--- src/rtl/leaf_search_scheduler_if.sv ---
// rtl/leaf_search_scheduler_if.sv - request, leaf-mem, kernel, sorter and done signals of the leaf-search scheduler
interface leaf_search_scheduler_if #(
  parameter int NUM_LEAVES = 64,
  parameter int ADDR_WIDTH = $clog2(NUM_LEAVES),
  parameter int MAX_LEAVES = 16,
  parameter int CNT_W      = $clog2(MAX_LEAVES + 1),
  parameter int QIDX_W     = 9
);
  logic                  req_valid;
  logic                  req_ready;
  logic [QIDX_W-1:0]     req_query_idx;
  logic [ADDR_WIDTH-1:0] req_leaf_base;
  logic [CNT_W-1:0]      req_num_leaves;
  logic                  mem_csb;
  logic [ADDR_WIDTH-1:0] mem_addr;
  logic                  k_query_valid;
  logic [ADDR_WIDTH-1:0] k_leaf_idx;
  logic                  k_dist_valid;
  logic                  rm_restart;
  logic                  s_valid_in;
  logic                  s_valid_out;
  logic                  done_valid;
  logic                  done_ready;
  logic [QIDX_W-1:0]     done_query_idx;
  logic                  done_err;
  logic                  busy;

  modport master (
    input  req_valid, req_query_idx, req_leaf_base, req_num_leaves,
    input  k_dist_valid, s_valid_out, done_ready,
    output req_ready, mem_csb, mem_addr, k_query_valid, k_leaf_idx,
    output rm_restart, s_valid_in, done_valid, done_query_idx, done_err, busy
  );

  modport slave (
    output req_valid, req_query_idx, req_leaf_base, req_num_leaves,
    output k_dist_valid, s_valid_out, done_ready,
    input  req_ready, mem_csb, mem_addr, k_query_valid, k_leaf_idx,
    input  rm_restart, s_valid_in, done_valid, done_query_idx, done_err, busy
  );
endinterface

--- src/rtl/leaf_search_scheduler.sv ---
// rtl/leaf_search_scheduler.sv - sequences one query through leaf read, L2 kernel, running-min and sorter
// All outputs are registered from the next-state so they change on the same edge as the FSM.
module leaf_search_scheduler #(
  parameter int NUM_LEAVES = 64,
  parameter int ADDR_WIDTH = $clog2(NUM_LEAVES),
  parameter int MAX_LEAVES = 16,
  parameter int CNT_W      = $clog2(MAX_LEAVES + 1),
  parameter int QIDX_W     = 9,
  parameter int TIMEOUT    = 255
) (
  input  logic clk,
  input  logic rst_n,
  leaf_search_scheduler_if.master bus
);
  localparam int                    TO_W      = $clog2(TIMEOUT + 1);
  localparam logic [TO_W-1:0]       TO_LAST   = TO_W'(TIMEOUT - 1);
  localparam logic [CNT_W-1:0]      MAX_N     = CNT_W'(MAX_LEAVES);
  localparam logic [ADDR_WIDTH-1:0] LAST_ADDR = ADDR_WIDTH'(NUM_LEAVES - 1);

  typedef enum logic [2:0] {
    S_IDLE, S_ISSUE, S_DRAIN, S_SORT, S_WAIT_SORT, S_DONE
  } state_t;

  state_t state, state_nx;

  logic [CNT_W-1:0]      n_lat, issue_cnt, ret_cnt, ret_cnt_nx, req_n;
  logic [QIDX_W-1:0]     q_lat;
  logic [TO_W-1:0]       to_cnt;
  logic                  accept, timed_out, issuing, err_nx;

  logic                  req_ready_q, req_ready_nx;
  logic                  busy_q, busy_nx;
  logic                  rm_restart_q, rm_restart_nx;
  logic                  mem_csb_q, mem_csb_nx;
  logic [ADDR_WIDTH-1:0] mem_addr_q, mem_addr_nx;
  logic                  kq_valid_q, kq_valid_nx;
  logic [ADDR_WIDTH-1:0] k_leaf_idx_q, k_leaf_idx_nx;
  logic                  s_valid_in_q, s_valid_in_nx;
  logic                  done_valid_q, done_valid_nx;
  logic                  done_err_q, done_err_nx;
  logic [QIDX_W-1:0]     done_idx_q, done_idx_nx;

  assign accept    = (state == S_IDLE) && bus.req_valid;
  assign timed_out = (to_cnt == TO_LAST);
  assign issuing   = (state == S_ISSUE) && (state_nx == S_ISSUE);

  always_comb begin
    req_n = bus.req_num_leaves;
    if (bus.req_num_leaves == '0)
      req_n = CNT_W'(1);
    else if (bus.req_num_leaves > MAX_N)
      req_n = MAX_N;
  end

  // Returns saturate at N so late duplicates cannot overshoot the compare.
  always_comb begin
    ret_cnt_nx = ret_cnt;
    if ((state == S_ISSUE || state == S_DRAIN) && bus.k_dist_valid && ret_cnt != n_lat)
      ret_cnt_nx = ret_cnt + 1'b1;
  end

  always_ff @(posedge clk) begin
    if (!rst_n)
      state <= S_IDLE;
    else
      state <= state_nx;
  end

  always_comb begin
    state_nx = state;
    err_nx   = 1'b0;
    case (state)
      S_IDLE:      if (accept) state_nx = S_ISSUE;
      S_ISSUE:     if (issue_cnt == n_lat) state_nx = S_DRAIN;
      S_DRAIN: begin
        if (ret_cnt_nx == n_lat) begin
          state_nx = S_SORT;
        end else if (!bus.k_dist_valid && timed_out) begin
          state_nx = S_DONE;
          err_nx   = 1'b1;
        end
      end
      S_SORT:      state_nx = S_WAIT_SORT;
      S_WAIT_SORT: begin
        if (bus.s_valid_out) begin
          state_nx = S_DONE;
        end else if (timed_out) begin
          state_nx = S_DONE;
          err_nx   = 1'b1;
        end
      end
      S_DONE:      if (bus.done_ready) state_nx = S_IDLE;
      default:     state_nx = S_IDLE;
    endcase
  end

  always_comb begin
    req_ready_nx  = (state_nx == S_IDLE);
    busy_nx       = (state_nx != S_IDLE);
    rm_restart_nx = accept;
    mem_csb_nx    = (state_nx != S_ISSUE);
    mem_addr_nx   = mem_addr_q;
    if (accept)
      mem_addr_nx = bus.req_leaf_base;
    else if (issuing)
      mem_addr_nx = (mem_addr_q == LAST_ADDR) ? '0 : mem_addr_q + 1'b1;
    // Kernel strobe trails the read by the one-cycle SRAM latency.
    kq_valid_nx   = !mem_csb_q;
    k_leaf_idx_nx = mem_addr_q;
    s_valid_in_nx = (state_nx == S_SORT);
    done_valid_nx = (state_nx == S_DONE);
    done_err_nx   = done_err_q;
    done_idx_nx   = done_idx_q;
    if (state != S_DONE && state_nx == S_DONE) begin
      done_err_nx = err_nx;
      done_idx_nx = q_lat;
    end
  end

  always_ff @(posedge clk) begin
    if (!rst_n) begin
      n_lat     <= '0;
      q_lat     <= '0;
      issue_cnt <= '0;
      ret_cnt   <= '0;
      to_cnt    <= '0;
    end else begin
      ret_cnt <= ret_cnt_nx;
      if (accept) begin
        n_lat     <= req_n;
        q_lat     <= bus.req_query_idx;
        issue_cnt <= CNT_W'(1);
        ret_cnt   <= '0;
      end else if (issuing) begin
        issue_cnt <= issue_cnt + 1'b1;
      end
      if (state_nx != state)
        to_cnt <= '0;
      else if ((state == S_DRAIN && bus.k_dist_valid) || (state == S_WAIT_SORT && bus.s_valid_out))
        to_cnt <= '0;
      else if (state == S_DRAIN || state == S_WAIT_SORT)
        to_cnt <= to_cnt + 1'b1;
    end
  end

  always_ff @(posedge clk) begin
    if (!rst_n) begin
      req_ready_q  <= 1'b1;
      busy_q       <= 1'b0;
      rm_restart_q <= 1'b0;
      mem_csb_q    <= 1'b1;
      mem_addr_q   <= '0;
      kq_valid_q   <= 1'b0;
      k_leaf_idx_q <= '0;
      s_valid_in_q <= 1'b0;
      done_valid_q <= 1'b0;
      done_err_q   <= 1'b0;
      done_idx_q   <= '0;
    end else begin
      req_ready_q  <= req_ready_nx;
      busy_q       <= busy_nx;
      rm_restart_q <= rm_restart_nx;
      mem_csb_q    <= mem_csb_nx;
      mem_addr_q   <= mem_addr_nx;
      kq_valid_q   <= kq_valid_nx;
      k_leaf_idx_q <= k_leaf_idx_nx;
      s_valid_in_q <= s_valid_in_nx;
      done_valid_q <= done_valid_nx;
      done_err_q   <= done_err_nx;
      done_idx_q   <= done_idx_nx;
    end
  end

  assign bus.req_ready      = req_ready_q;
  assign bus.busy           = busy_q;
  assign bus.rm_restart     = rm_restart_q;
  assign bus.mem_csb        = mem_csb_q;
  assign bus.mem_addr       = mem_addr_q;
  assign bus.k_query_valid  = kq_valid_q;
  assign bus.k_leaf_idx     = k_leaf_idx_q;
  assign bus.s_valid_in     = s_valid_in_q;
  assign bus.done_valid     = done_valid_q;
  assign bus.done_err       = done_err_q;
  assign bus.done_query_idx = done_idx_q;
endmodule

--- src/flat_wrapper.sv ---
// flat-port wrapper written by rule: the top's interface ports become plain ports
module leaf_search_scheduler_flat 
#(
  parameter int NUM_LEAVES = 64,
  parameter int ADDR_WIDTH = $clog2(NUM_LEAVES),
  parameter int MAX_LEAVES = 16,
  parameter int CNT_W      = $clog2(MAX_LEAVES + 1),
  parameter int QIDX_W     = 9,
  parameter int TIMEOUT    = 255
)
  (clk, rst_n, bus_req_valid, bus_req_query_idx, bus_req_leaf_base, bus_req_num_leaves, bus_k_dist_valid, bus_s_valid_out, bus_done_ready, bus_req_ready, bus_mem_csb, bus_mem_addr, bus_k_query_valid, bus_k_leaf_idx, bus_rm_restart, bus_s_valid_in, bus_done_valid, bus_done_query_idx, bus_done_err, bus_busy);
  leaf_search_scheduler_if #(.NUM_LEAVES(NUM_LEAVES), .ADDR_WIDTH(ADDR_WIDTH), .MAX_LEAVES(MAX_LEAVES), .CNT_W(CNT_W), .QIDX_W(QIDX_W)) bus_i ();
  input  logic clk;
  input  logic rst_n;
  input wire logic [$bits(bus_i.req_valid)-1:0] bus_req_valid;
  input wire logic [$bits(bus_i.req_query_idx)-1:0] bus_req_query_idx;
  input wire logic [$bits(bus_i.req_leaf_base)-1:0] bus_req_leaf_base;
  input wire logic [$bits(bus_i.req_num_leaves)-1:0] bus_req_num_leaves;
  input wire logic [$bits(bus_i.k_dist_valid)-1:0] bus_k_dist_valid;
  input wire logic [$bits(bus_i.s_valid_out)-1:0] bus_s_valid_out;
  input wire logic [$bits(bus_i.done_ready)-1:0] bus_done_ready;
  output wire logic [$bits(bus_i.req_ready)-1:0] bus_req_ready;
  output wire logic [$bits(bus_i.mem_csb)-1:0] bus_mem_csb;
  output wire logic [$bits(bus_i.mem_addr)-1:0] bus_mem_addr;
  output wire logic [$bits(bus_i.k_query_valid)-1:0] bus_k_query_valid;
  output wire logic [$bits(bus_i.k_leaf_idx)-1:0] bus_k_leaf_idx;
  output wire logic [$bits(bus_i.rm_restart)-1:0] bus_rm_restart;
  output wire logic [$bits(bus_i.s_valid_in)-1:0] bus_s_valid_in;
  output wire logic [$bits(bus_i.done_valid)-1:0] bus_done_valid;
  output wire logic [$bits(bus_i.done_query_idx)-1:0] bus_done_query_idx;
  output wire logic [$bits(bus_i.done_err)-1:0] bus_done_err;
  output wire logic [$bits(bus_i.busy)-1:0] bus_busy;
  assign bus_i.req_valid = bus_req_valid;
  assign bus_i.req_query_idx = bus_req_query_idx;
  assign bus_i.req_leaf_base = bus_req_leaf_base;
  assign bus_i.req_num_leaves = bus_req_num_leaves;
  assign bus_i.k_dist_valid = bus_k_dist_valid;
  assign bus_i.s_valid_out = bus_s_valid_out;
  assign bus_i.done_ready = bus_done_ready;
  assign bus_req_ready = bus_i.req_ready;
  assign bus_mem_csb = bus_i.mem_csb;
  assign bus_mem_addr = bus_i.mem_addr;
  assign bus_k_query_valid = bus_i.k_query_valid;
  assign bus_k_leaf_idx = bus_i.k_leaf_idx;
  assign bus_rm_restart = bus_i.rm_restart;
  assign bus_s_valid_in = bus_i.s_valid_in;
  assign bus_done_valid = bus_i.done_valid;
  assign bus_done_query_idx = bus_i.done_query_idx;
  assign bus_done_err = bus_i.done_err;
  assign bus_busy = bus_i.busy;
  leaf_search_scheduler #(.NUM_LEAVES(NUM_LEAVES), .ADDR_WIDTH(ADDR_WIDTH), .MAX_LEAVES(MAX_LEAVES), .CNT_W(CNT_W), .QIDX_W(QIDX_W), .TIMEOUT(TIMEOUT)) u_core (.clk(clk), .rst_n(rst_n), .bus(bus_i));
endmodule
--- config.mk ---
export PLATFORM = sky130hd
export DESIGN_NAME = leaf_search_scheduler_flat
export DESIGN_NICKNAME = d
export VERILOG_FILES = /design/src/rtl/leaf_search_scheduler_if.sv /design/src/rtl/leaf_search_scheduler.sv /design/src/flat_wrapper.sv
export SDC_FILE = /design/constraint.sdc
export NUM_CORES = 1
export LEC_CHECK = 0
export ABC_CLOCK_PERIOD_IN_PS = 3100
export CAP_MARGIN = 20
export CORE_ASPECT_RATIO = 1.5
export CORE_UTILIZATION = 30
export DETAILED_ROUTE_END_ITERATION = 12
export PLACE_DENSITY_LB_ADDON = 0.08
export SYNTH_ARGS = -nofsm -noshare
export SYNTH_HDL_FRONTEND = slang
export SYNTH_SLANG_ARGS = --single-unit
export TNS_END_PERCENT = 1
--- constraint.sdc ---
create_clock -name clk -period 3.1 [get_ports clk]
set_input_delay 0.465 -clock clk [delete_from_list [all_inputs] [get_ports clk]]
set_output_delay 0.465 -clock clk [all_outputs]
set_load 0.03 [all_outputs]
# After elaboration in Yosys (flattened, before gate mapping)
# Index checks and enable logic that the tools add are counted.
# totals
inputBits	26
output_inout_bits	29
elab_cells	81
reg_bits	64
# op_classes
n_bitwise	1
order_cmp	1
n_mux	21
eq_ne	16
n_addsub	4
reduce_logical	20
# op_table
cell	n
$mux 3	7
$mux 6	3
$pmux 3 s6	1
$mux 5	3
$add 5x1->5 const B	2
$eq 5x5->1	2
$eq 3x2->1 const B	3
$eq 3x3->1 const B	3
$add 8x1->8 const B	1
$eq 8x8->1 const B	1
$logic_and 1x1->1	8
$add 6x1->6 const B	1
$eq 3x1->1 const B	2
$eq 6x6->1 const B	1
$logic_not 3->1	2
$mux 1	6
$gt 5x5->1 const B	1
$logic_not 5->1	1
$ne 5x5->1	1
$logic_or 1x1->1	3
$ne 3x1->1 const B	1
$ne 3x3->1	1
$ne 3x3->1 const B	1
$reduce_bool 3->1	1
6 further kinds	7

# Logic depth before layout (Yosys ltp)
# Gate-level depths: netlist of run 1.
# depth
word_depth	12
ltp_mapped	10
mapped_depth_nobuf	10

# Least setup slack after synthesis of run 1
# Ideal clock, no wire load.
# synth_path
kind	reg-to-reg
start	reg u_core.to_cnt[0]
end	reg u_core.to_cnt[1]
period_less_slack_ns	2.149
slack_ns	0.951
arrival_time_ns	2.045
path_stages_with_launch	10
required_time_ns	2.997
setup_time_ns	0.103
path_buffers	0
cell_sequence	dfxtp_1 > inv_1 > ha_1 > nand3_1 > nor2_1 > nor4b_2 > o32ai_4 > or3_4 > mux2i_4 > a2111oi_2
# synth_via
elab_chain_len	7
elab_cells_between_ends	10
classes_between	add/sub (1); eq/ne (2); mux (5); reduce/logical (2)
# synth_rtl
item	line_no	text
start: declaration	leaf_search_scheduler.sv:28	logic [TO_W-1:0] to_cnt;
start signal: assignment	leaf_search_scheduler.sv:142	to_cnt <= to_cnt + 1'b1;
$eq 8x8->1	leaf_search_scheduler.sv:44	assign timed_out = (to_cnt == TO_LAST);
$logic_and 1x1->1	leaf_search_scheduler.sv:78	end else if (!bus.k_dist_valid && timed_out) begin
$mux 3	leaf_search_scheduler.sv:78	
$mux 3	leaf_search_scheduler.sv:76	if (ret_cnt_nx == n_lat) begin
$pmux 3 s6	leaf_search_scheduler.sv:72	case (state)
$ne 3x3->1	leaf_search_scheduler.sv:137	if (state_nx != state)
$reduce_or 3->1 (no line)	n/a	
# Parallel ways exist; a longest one is shown, timed or not.
# A chain may end at the register's enable or synchronous reset.

# Worst setup path after layout of run 1
# layout_path
start	in bus_k_dist_valid
end	reg u_core.to_cnt[1]
# layout_via
elab_chain_len	8
elab_cells_between_ends	13
classes_between	eq/ne (2); mux (4); reduce/logical (7)
# layout_rtl
item	line_no	text
start: declaration	flat_wrapper.sv:19	input wire logic [$bits(bus_i.k_dist_valid)-1:0] bus_k_dist_valid;
$logic_and 1x1->1 (2 in a row)	leaf_search_scheduler.sv:58	if ((state == S_ISSUE || state == S_DRAIN) && bus.k_dist_valid && ret_cnt != n_lat)
$mux 5	leaf_search_scheduler.sv:58	
$eq 5x5->1	leaf_search_scheduler.sv:76	
$mux 3	leaf_search_scheduler.sv:76	
$pmux 3 s6	leaf_search_scheduler.sv:72	
$ne 3x3->1	leaf_search_scheduler.sv:137	
$reduce_or 3->1 (no line) *	n/a	
# Mark *: on every way between the ends. The rest lies on a longest branch, timed or not.

==> results of run 1 <==
-- power groups by stage --
stage,Sequential [mW],Combinational (mW),Clock (mW)
CTS,0.987,0.714,1.10
detailed placement,1.00,0.711,0
global placement,1.00,0.715,0
finish,0.986,0.705,1.07
global route,0.999,0.785,1.12
floorplan,1.07,0.404,0
-- routing by layer --
| layer | vias up | track usage |
|---|---|---|
| met5 | - | 0 |
| met4 | 0 | 0.0808 |
| met3 | 11 | 0.0398 |
| met2 | 40 | 0.249 |
| met1 | 1147 | 0.159 |
| li1 | 1300 | - |
-- path summary, 6_finish.rpt --
check | from | to | slack (ps)
setup reg to reg | u_core.to_cnt[0]$_SDFFE_PP0P_ | u_core.to_cnt[1]$_SDFFE_PP0P_ | 720
setup / recovery | bus_k_dist_valid | u_core.to_cnt[1]$_SDFFE_PP0P_ | 700
hold / removal | u_core.bus.mem_csb$_SDFF_PN1_ | u_core.bus.k_query_valid$_SDFF_PN0_ | 420
hold reg to reg | u_core.bus.mem_csb$_SDFF_PN1_ | u_core.bus.k_query_valid$_SDFF_PN0_ | 420
-- sequential cells by signal (all words and copies together), names as in the netlist, 3 cells and up --
signal / flops
u_core.bus.done_query_idx: 9
u_core.bus.k_leaf_idx: 6
u_core.bus.mem_addr: 6
u_core.issue_cnt: 5
u_core.n_lat: 5
u_core.q_lat: 9
u_core.ret_cnt: 5
u_core.state: 3
u_core.to_cnt: 8
-- final cells by class --
| type | count | area [µm²] |
|---|---|---|
| clock buffer | 13 | 250 |
| clock inverter | 3 | 65.1 |
| fill | 971 | 5680 |
| inverter | 7 | 26.3 |
| multi-input combinational | 258 | 1590 |
| sequential | 64 | 1280 |
| tap | 115 | 144 |
| timing repair buffer | 61 | 593 |
-- stage by stage --
stage                     instance area, µm²  hold slack, ps
after floorplan                         2970             436
after global placement                  3640             414
after detailed placement                3640             413
after CTS                               3950             425
after global routing                    3950             446
final                                   3950             421
-- cell usage after synthesis, types with 5 or more instances --
cell type | count | area share
a21boi_0 | 18 | 0.046
a21oi_1 | 6 | 0.010
and2_1 | 13 | 0.027
clkbuf_1 | 10 | 0.013
dfxtp_1 | 64 | 0.43
ha_1 | 5 | 0.021
inv_1 | 7 | 0.0089
nand2_1 | 61 | 0.077
nand3_1 | 22 | 0.037
nand4_1 | 7 | 0.015
nor2_1 | 22 | 0.028
nor2b_1 | 6 | 0.013
nor3_1 | 12 | 0.020
o21ai_0 | 16 | 0.027
xnor2_1 | 17 | 0.050
xor2_1 | 12 | 0.035
-- cells by family (layout without fill, tap and decap cells) --
| family | count (synthesis) | in the layout | synth area share |
|---|---|---|---|
| simple gates | 158 | 158 | 0.258 |
| compound gates | 63 | 63 | 0.156 |
| mux | 2 | 2 | 0.0110 |
| fa+ha+maj | 5 | 5 | 0.0211 |
| xor+xnor | 30 | 30 | 0.0911 |
| flops | 64 | 64 | 0.432 |
| buf+inv | 23 | 84 | 0.0320 |
-- worst max-delay path, cell delays in order --
cell and delay [ps]:
clkdlybuf4s50_1 510, nor2b_1 260, nand2_1 100, o21a_1 210, o211a_1 210, or3_4 410
mux2i_4 240, a2111oi_2 220
==> out/qor.txt, run 1 <==
I/O Pins = 55
vias per inst = 4.79
Avg WL per Cell = 13.1 µm
share of layout cells above drive strength 1 = 0.0714
setup_tns = 0 ps
cell area power density = 698 mW/mm²
synth unique cells = 50
Die Area = 0.0103 mm²
top routing layer in use = met4
drt pass-1 iters = 6
IO buf count = 54
Area Growth Syn to Fin = 33.1%
Max-Cap Viols = 0
Remaining DRCs = 0
Placeable Area = 0.00963 mm²
Switch Pwr = 0.826 mW
fin. max-slew vios = 0
GRT Overall Usage = 0.144
Peak VDD IR = 0.310 mV
setup slack after layout = 705 ps
WP data required = 3330 ps
Seq/Total Area, Yosys = 0.432
fmax = 418 MHz
# rows = 44
met3 WL = 301 µm
Die Span Y = 124 µm
hold path depth = 1
Post-DP HPWL = 4960 µm
RSZ-0062 raised after global routing = no
most used flip-flop cell after synthesis = dfxtp_1
Clock Latency Late Sink = 330 ps
commonest cells after routing, fill and taps aside = dfxtp_1, nand2_1, clkdlybuf4s50_1
ys async rst share = 0
CTS Hold Buffers Added = 0
Final Power = 2.76 mW
post-route insts no fill = 521
status = finished, final reports clean
relative slew slack = 0.549
post-CTS setup buffers = 0
Post-synth EDFFs = 0
CTS buffer count = 9
clock root cell = clkbuf_16
fin util = 0.410
Leak Pwr = 1.44 nW
final WL = 6840 µm
cell count after synthesis = 345
Mapped Avg Cell Area = 8.60 µm²
wire length on met2 = 3390 µm
synthesized net count = 376
Worst-path clk slew = 50 ps
endpoints failing setup = 0
Initial Util = 0.308
CTS tree = built
Tmin final = 2400 ps
Resized cells post-CTS = 0
ant diodes = 0
cell total after placement = 505
#FFs+latches synth = 64
Final #Nets = 432
combinational power share = 0.255
Slew @ Worst Pin = 675 ps
gpl congestion = 0.739
CP startpoint kind = primary input
initial antenna violation count = 0
Place WS = 372 ps
first-pass GRT wire length = 11600 µm
CP max FO = 8
vias in the first global route = 2463
largest net degree at the start of global routing = 55
total gr overflow = 0
hold crit path type = reg2reg
vias = 2498
synthesized cell area = 0.00297 mm²
part of the power in registers = 0.357
Yosys Warn Count = 0
Worst Setup End Kind = flip-flop
Longest Clk Path Bufs = 2
Final Hold Viols = 0
die width = 83.2 µm
Int Pwr = 1.93 mW
DRT antenna net count = 0
Register-to-Register Path Depth = 9
share of total power in the clock network = 0.387
WL met1 = 2970 µm
CP arrival = 2620 ps
crit share post-route = 0.773
most common cell after layout, fill and taps aside = dfxtp_1
Worst Skew = 5.82 ps
# clock sinks = 64
initial DRC count = 95
critical path type = in2reg
switch share = 0.299
H-tree Lvls = 3
Note: power is estimated with default switching activity, not from simulation.
==> run 2, diff against run 1 <==
Settings changed: ABC_CLOCK_PERIOD_IN_PS 3100 to 2400.
Clock period 3.1 ns to 2.4 ns, I/O delays scaled along.
==> run 2 against run 1 <==
Sequential share of layout area decreased by 0.55 points. Non-clock buffer count increased by 15. Critical endpoint unchanged. Setup slack got worse by 500 ps. Critical path type is now reg2reg.
==> out/qor.txt, run 2 (synthesis results as in run 1) <==
status = finished, final reports clean
vias in the first global route = 2563
die width = 83.2 µm
setup slack after layout = 210 ps
Tmin final = 2190 ps
setup_tns = 0 ps
Worst-path clk slew = 50 ps
Die Span Y = 124 µm
CTS buffer count = 9
hold slack = 407 ps
Final #Nets = 447
ant diodes = 0
Remaining DRCs = 0
post-route insts no fill = 534
Die Area = 0.0103 mm²
drt pass-1 iters = 6
Final Hold Viols = 0
# clock sinks = 64
crit share post-route = 0.913
Place WS = -76.4 ps
Placement Cell Area = 0.00376 mm²
clock root cell = clkbuf_16
hold crit path type = reg2reg
# rows = 44
Final Power = 3.36 mW
Slew @ Worst Pin = 784 ps
initial antenna violation count = 0
largest net degree at the start of global routing = 40
H-tree Lvls = 3
Longest Clk Path Bufs = 2
GRT Overall Usage = 0.149
CTS tree = built
Post-DP HPWL = 5200 µm
commonest cells after routing, fill and taps aside = dfxtp_1, nand2_1, clkdlybuf4s50_1
Leak Pwr = 1.49 nW
initial DRC count = 69
fmax = 457 MHz
vias per inst = 4.73
cell area power density = 837 mW/mm²
Max-Cap Viols = 0
endpoints failing setup = 0
RSZ-0062 raised after global routing = yes
share of layout cells above drive strength 1 = 0.103
Clock Latency Late Sink = 330 ps
final instance area = 0.00402 mm²
fin. max-slew vios = 0
vias = 2524
first-pass GRT wire length = 12100 µm
fin util = 0.417
CP arrival = 2420 ps
Peak VDD IR = 0.450 mV
I/O Pins = 55
Worst Skew = 5.26 ps
total gr overflow = 0
Initial Util = 0.308
cell total after placement = 520
IO buf count = 54
Worst Setup End Kind = flip-flop
relative slew slack = 0.473
CP max FO = 8
CP startpoint kind = flip-flop
DRT antenna net count = 0
most common cell after layout, fill and taps aside = dfxtp_1
Avg WL per Cell = 13.2 µm
gpl congestion = 0.721
final WL = 7060 µm
critical path type = reg2reg
WP data required = 2630 ps
Placeable Area = 0.00963 mm²
Area Growth Syn to Fin = 35.4%
run 2: changes by cell type in the layout (fill, tap and decap cells not counted):
cell,change
buf_4,+14
nor2_2,+1
buf_12,+1
bufinv_16,-2
nor2_1,-1
run 2: final cells by class:
type	instances	area (µm²)
fillers	968	5620
multi-input cells	258	1590
flip-flops and latches	64	1280
repair buffers	76	718
clock buffers	13	250
well taps	115	144
inverters	7	26.3
clock inverters	1	5.00
run 2: what timing repair did:
item / 4_1_cts / 5_1_grt
buffers inserted: 0 / 0
resized for setup: 0 / 1
hold buffers: 0 / 0
endpoints found under the setup margin: 0 / 4
run 2: final timing paths:
path | start | to | slack [ps] | cells after the start
setup / recovery | u_core.to_cnt[0]$_SDFFE_PP0P_ | u_core.to_cnt[1]$_SDFFE_PP0P_ | 210 | 9
hold / removal | u_core.bus.mem_csb$_SDFF_PN1_ | u_core.bus.k_query_valid$_SDFF_PN0_ | 410 | 1
setup reg to reg | u_core.to_cnt[0]$_SDFFE_PP0P_ | u_core.to_cnt[1]$_SDFFE_PP0P_ | 210 | 9
hold reg to reg | u_core.bus.mem_csb$_SDFF_PN1_ | u_core.bus.k_query_valid$_SDFF_PN0_ | 410 | 1
run 2: critical path: stages (launching register included):
cell,delay (ps)
dfxtp_1,320
inv_1,40
ha_1,190
nand3_1,100
nor2_1,60
nor4b_2,350
o32ai_4,120
or3_4,450
mux2i_4,240
a2111oi_2,220
run 2: report_power, final:
group	switching, mW	total [mW]	internal, mW
logic	0.551	0.972	0.420
clock network	0.426	1.14	0.713
registers	0.0806	1.25	1.17
run 2: per-layer routing:
metal | part of all wire | track usage
met1 | 0.44 | 0.169
met2 | 0.50 | 0.259
met3 | 0.038 | 0.0278
met4 | 0.023 | 0.0948
met5 | 0 | 0
==> run 3, diff against run 2 <==
Settings changed: ABC_AREA from default to 1, CORE_UTILIZATION 30 to 45.
==> run 3 against run 2 <==
Register-to-register slack gained 80 ps. Sequential power rose by 14%. Core utilization up 18 points. Total power is 21% higher. Wire length decreased by 7.6%. Count of clock-buffer cells in the layout shrank 2. First-iteration DRC count rose by 59%. Critical path type unchanged.
==> out/qor.txt, run 3 <==
status = finished, final reports clean
CP startpoint kind = flip-flop
first-pass GRT wire length = 10800 µm
Worst Skew = 13.3 ps
Commonest cells post-synth = nand2_1, inv_1, dfxtp_1
CTS tree = built
share of total power in the clock network = 0.265
commonest cells after routing, fill and taps aside = nand2_1, inv_1, dfxtp_1
Register-to-Register Path Depth = 16
Initial Util = 0.469
gpl congestion = 0.831
crit share post-route = 0.881
Hold Startpoint = u_core.bus.mem_csb$_SDFF_PN1_
Sequential Area = 0.00128 mm²
endpoints failing setup = 0
most common cell after layout, fill and taps aside = nand2_1
critical path type = reg2reg
Final #Nets = 507
post-synth top area share = 0.419
reg2reg end = u_core.bus.req_ready$_SDFF_PN1_
CP max FO = 12
most used flip-flop cell after synthesis = dfxtp_1
Die Area = 0.00714 mm²
part of the power in registers = 0.351
Mapped Avg Cell Area = 7.37 µm²
post-CTS setup buffers = 0
setup_tns = 0 ps
total gr overflow = 0
initial antenna violation count = 0
hold crit path type = reg2reg
Post-synth EDFFs = 0
vias = 2630
combinational power share = 0.385
Tmin final = 2110 ps
initial DRC count = 110
Die Span Y = 103 µm
fin util = 0.600
ranking of synthesized cells by area = dfxtp_1, nand2_1, inv_1
Place WS = 105 ps
clock root cell = clkbuf_8
synthesized net count = 446
vias in the first global route = 2446
Slew @ Worst Pin = 460 ps
largest net degree at the start of global routing = 19
Yosys Warn Count = 0
CP arrival = 2350 ps
RSZ-0062 raised after global routing = no
Synth area leader = dfxtp_1
GRT Overall Usage = 0.192
Peak VDD IR = 0.638 mV
Switch Pwr = 1.59 mW
reg-to-reg setup timing slack = 290 ps
# clock sinks = 64
count leader, synth = nand2_1
hold path depth = 1
origin of the critical flop-to-flop path = u_core.state[0]$_SDFF_PN0_
Placement Cell Area = 0.00368 mm²
setup slack after layout = 286 ps
share of layout cells above drive strength 1 = 0.0998
Final Hold Viols = 0
Final Power = 4.08 mW
switch share = 0.389
Remaining DRCs = 0
final WL = 6530 µm
cell area power density = 1040 mW/mm²
CTS Hold Buffers Added = 0
DRT antenna net count = 0
die width = 69.3 µm
Seq/Total Area, Yosys = 0.419
Resized cells post-CTS = 0
ys async rst share = 0
WP data required = 2630 ps
final instance area = 0.00392 mm²
Clock Latency Late Sink = 340 ps
CTS buffer count = 9
Int Pwr = 2.49 mW
synthesized cell area = 0.00306 mm²
Avg WL per Cell = 11.7 µm
Area Growth Syn to Fin = 28.0%
#FFs+latches synth = 64
ant diodes = 0
# rows = 36
fin. max-slew vios = 0
drt pass-1 iters = 4
fillcell total = 623
Worst Setup End Kind = flip-flop
Placeable Area = 0.00653 mm²
Leak Pwr = 1.70 nW
cell count after synthesis = 415
Longest Clk Path Bufs = 2
Post-DP HPWL = 4980 µm
I/O Pins = 55
IO buf count = 54
Worst-path clk slew = 80 ps
Max-Cap Viols = 0
H-tree Lvls = 3
fmax = 473 MHz
vias per inst = 4.72
Multi-input gate area = 0.00141 mm²
synth unique cells = 37
Worst Hold Path EP = u_core.bus.k_query_valid$_SDFF_PN0_
relative slew slack = 0.691
==> run 3: cell types whose count changed after synthesis, sizes merged, moves of 13 or more <==
cell,change
inv,+72
nand2,+36
a21boi,-19
nor2,+19
and2,-13
xnor2,-13
==> run 3: cell families after synthesis <==
family | count (synthesis) | synth area share
XOR/XNOR | 20 | 0.0621
buffers and inverters | 90 | 0.119
flip-flops | 64 | 0.419
AND/OR/NAND/NOR | 187 | 0.294
AO/OA/AOI/OAI | 49 | 0.0850
adder cells (fa/ha/maj) | 5 | 0.0204
==> run 3: per-layer routing <==
layer / share of wire / GRT usage / vias to the layer above / wire length (µm)
li1: - / - / 1419 / -
met1: 0.42 / 0.210 / 1159 / 2770
met2: 0.52 / 0.352 / 44 / 3420
met3: 0.035 / 0.0479 / 8 / 229
met4: 0.016 / 0.0848 / 0 / 107
met5: 0 / 0 / - / 0
==> run 3: critical path, cell delays in order, from the launching register on <==
cell     delay (ps)
dfxtp_1         370
inv_1           130
nand3_2         110
nand2_1         100
nand2_1          80
inv_2           130
nand2_4          80
inv_2            60
nand2_1          70
nand2_1          80
nand2_2          50
nand3_1          80
nand2_1          60
nand2_2         210
o21ai_1         140
o21ai_1         190
inv_1            50
==> run 3: worst max path at each step <==
stage                                 start                                        end  slack [ps]  depth (start not counted)
2_1_floorplan  u_core.ret_cnt[0]$_SDFF_PP0_  u_core.bus.done_query_idx[3]$_SDFFE_PN0P_         640                         16
3_3_place_gp               bus_k_dist_valid            u_core.bus.req_ready$_SDFF_PN1_         170                         14
3_5_place_dp               bus_k_dist_valid            u_core.bus.req_ready$_SDFF_PN1_         110                         14
4_1_cts          u_core.state[0]$_SDFF_PN0_            u_core.bus.req_ready$_SDFF_PN1_         290                         16
5_1_grt          u_core.state[0]$_SDFF_PN0_  u_core.bus.done_query_idx[2]$_SDFFE_PN0P_          30                         17
6_report         u_core.state[0]$_SDFF_PN0_            u_core.bus.req_ready$_SDFF_PN1_         290                         16
==> run 3: power by group through the flow <==
stage | sequential (mW) | combinational [mW] | clock, mW
detailed placement | 1.46 | 1.58 | 0
finish | 1.43 | 1.57 | 1.08
floorplan | 1.67 | 0.878 | 0
global placement | 1.45 | 1.56 | 0
global route | 1.46 | 1.75 | 1.15
CTS | 1.43 | 1.59 | 1.10
==> run 3: final cells by class <==
| class | instances | area share |
|---|---|---|
| clock buffer | 11 | 0.0387 |
| clock inverter | 5 | 0.0217 |
| inverter | 79 | 0.0757 |
| multi-input combinational | 261 | 0.361 |
| sequential | 64 | 0.327 |
| tap | 76 | 0.0243 |
| timing repair buffer | 61 | 0.151 |
==> run 3: stage by stage <==
| stage | hold WS, ps | cells |
|---|---|---|
| floorplan | 451 | 415 |
| global placement | 396 | 541 |
| detailed placement | 400 | 541 |
| CTS | 410 | 557 |
| global route | 435 | 557 |
| finish | 408 | 557 |
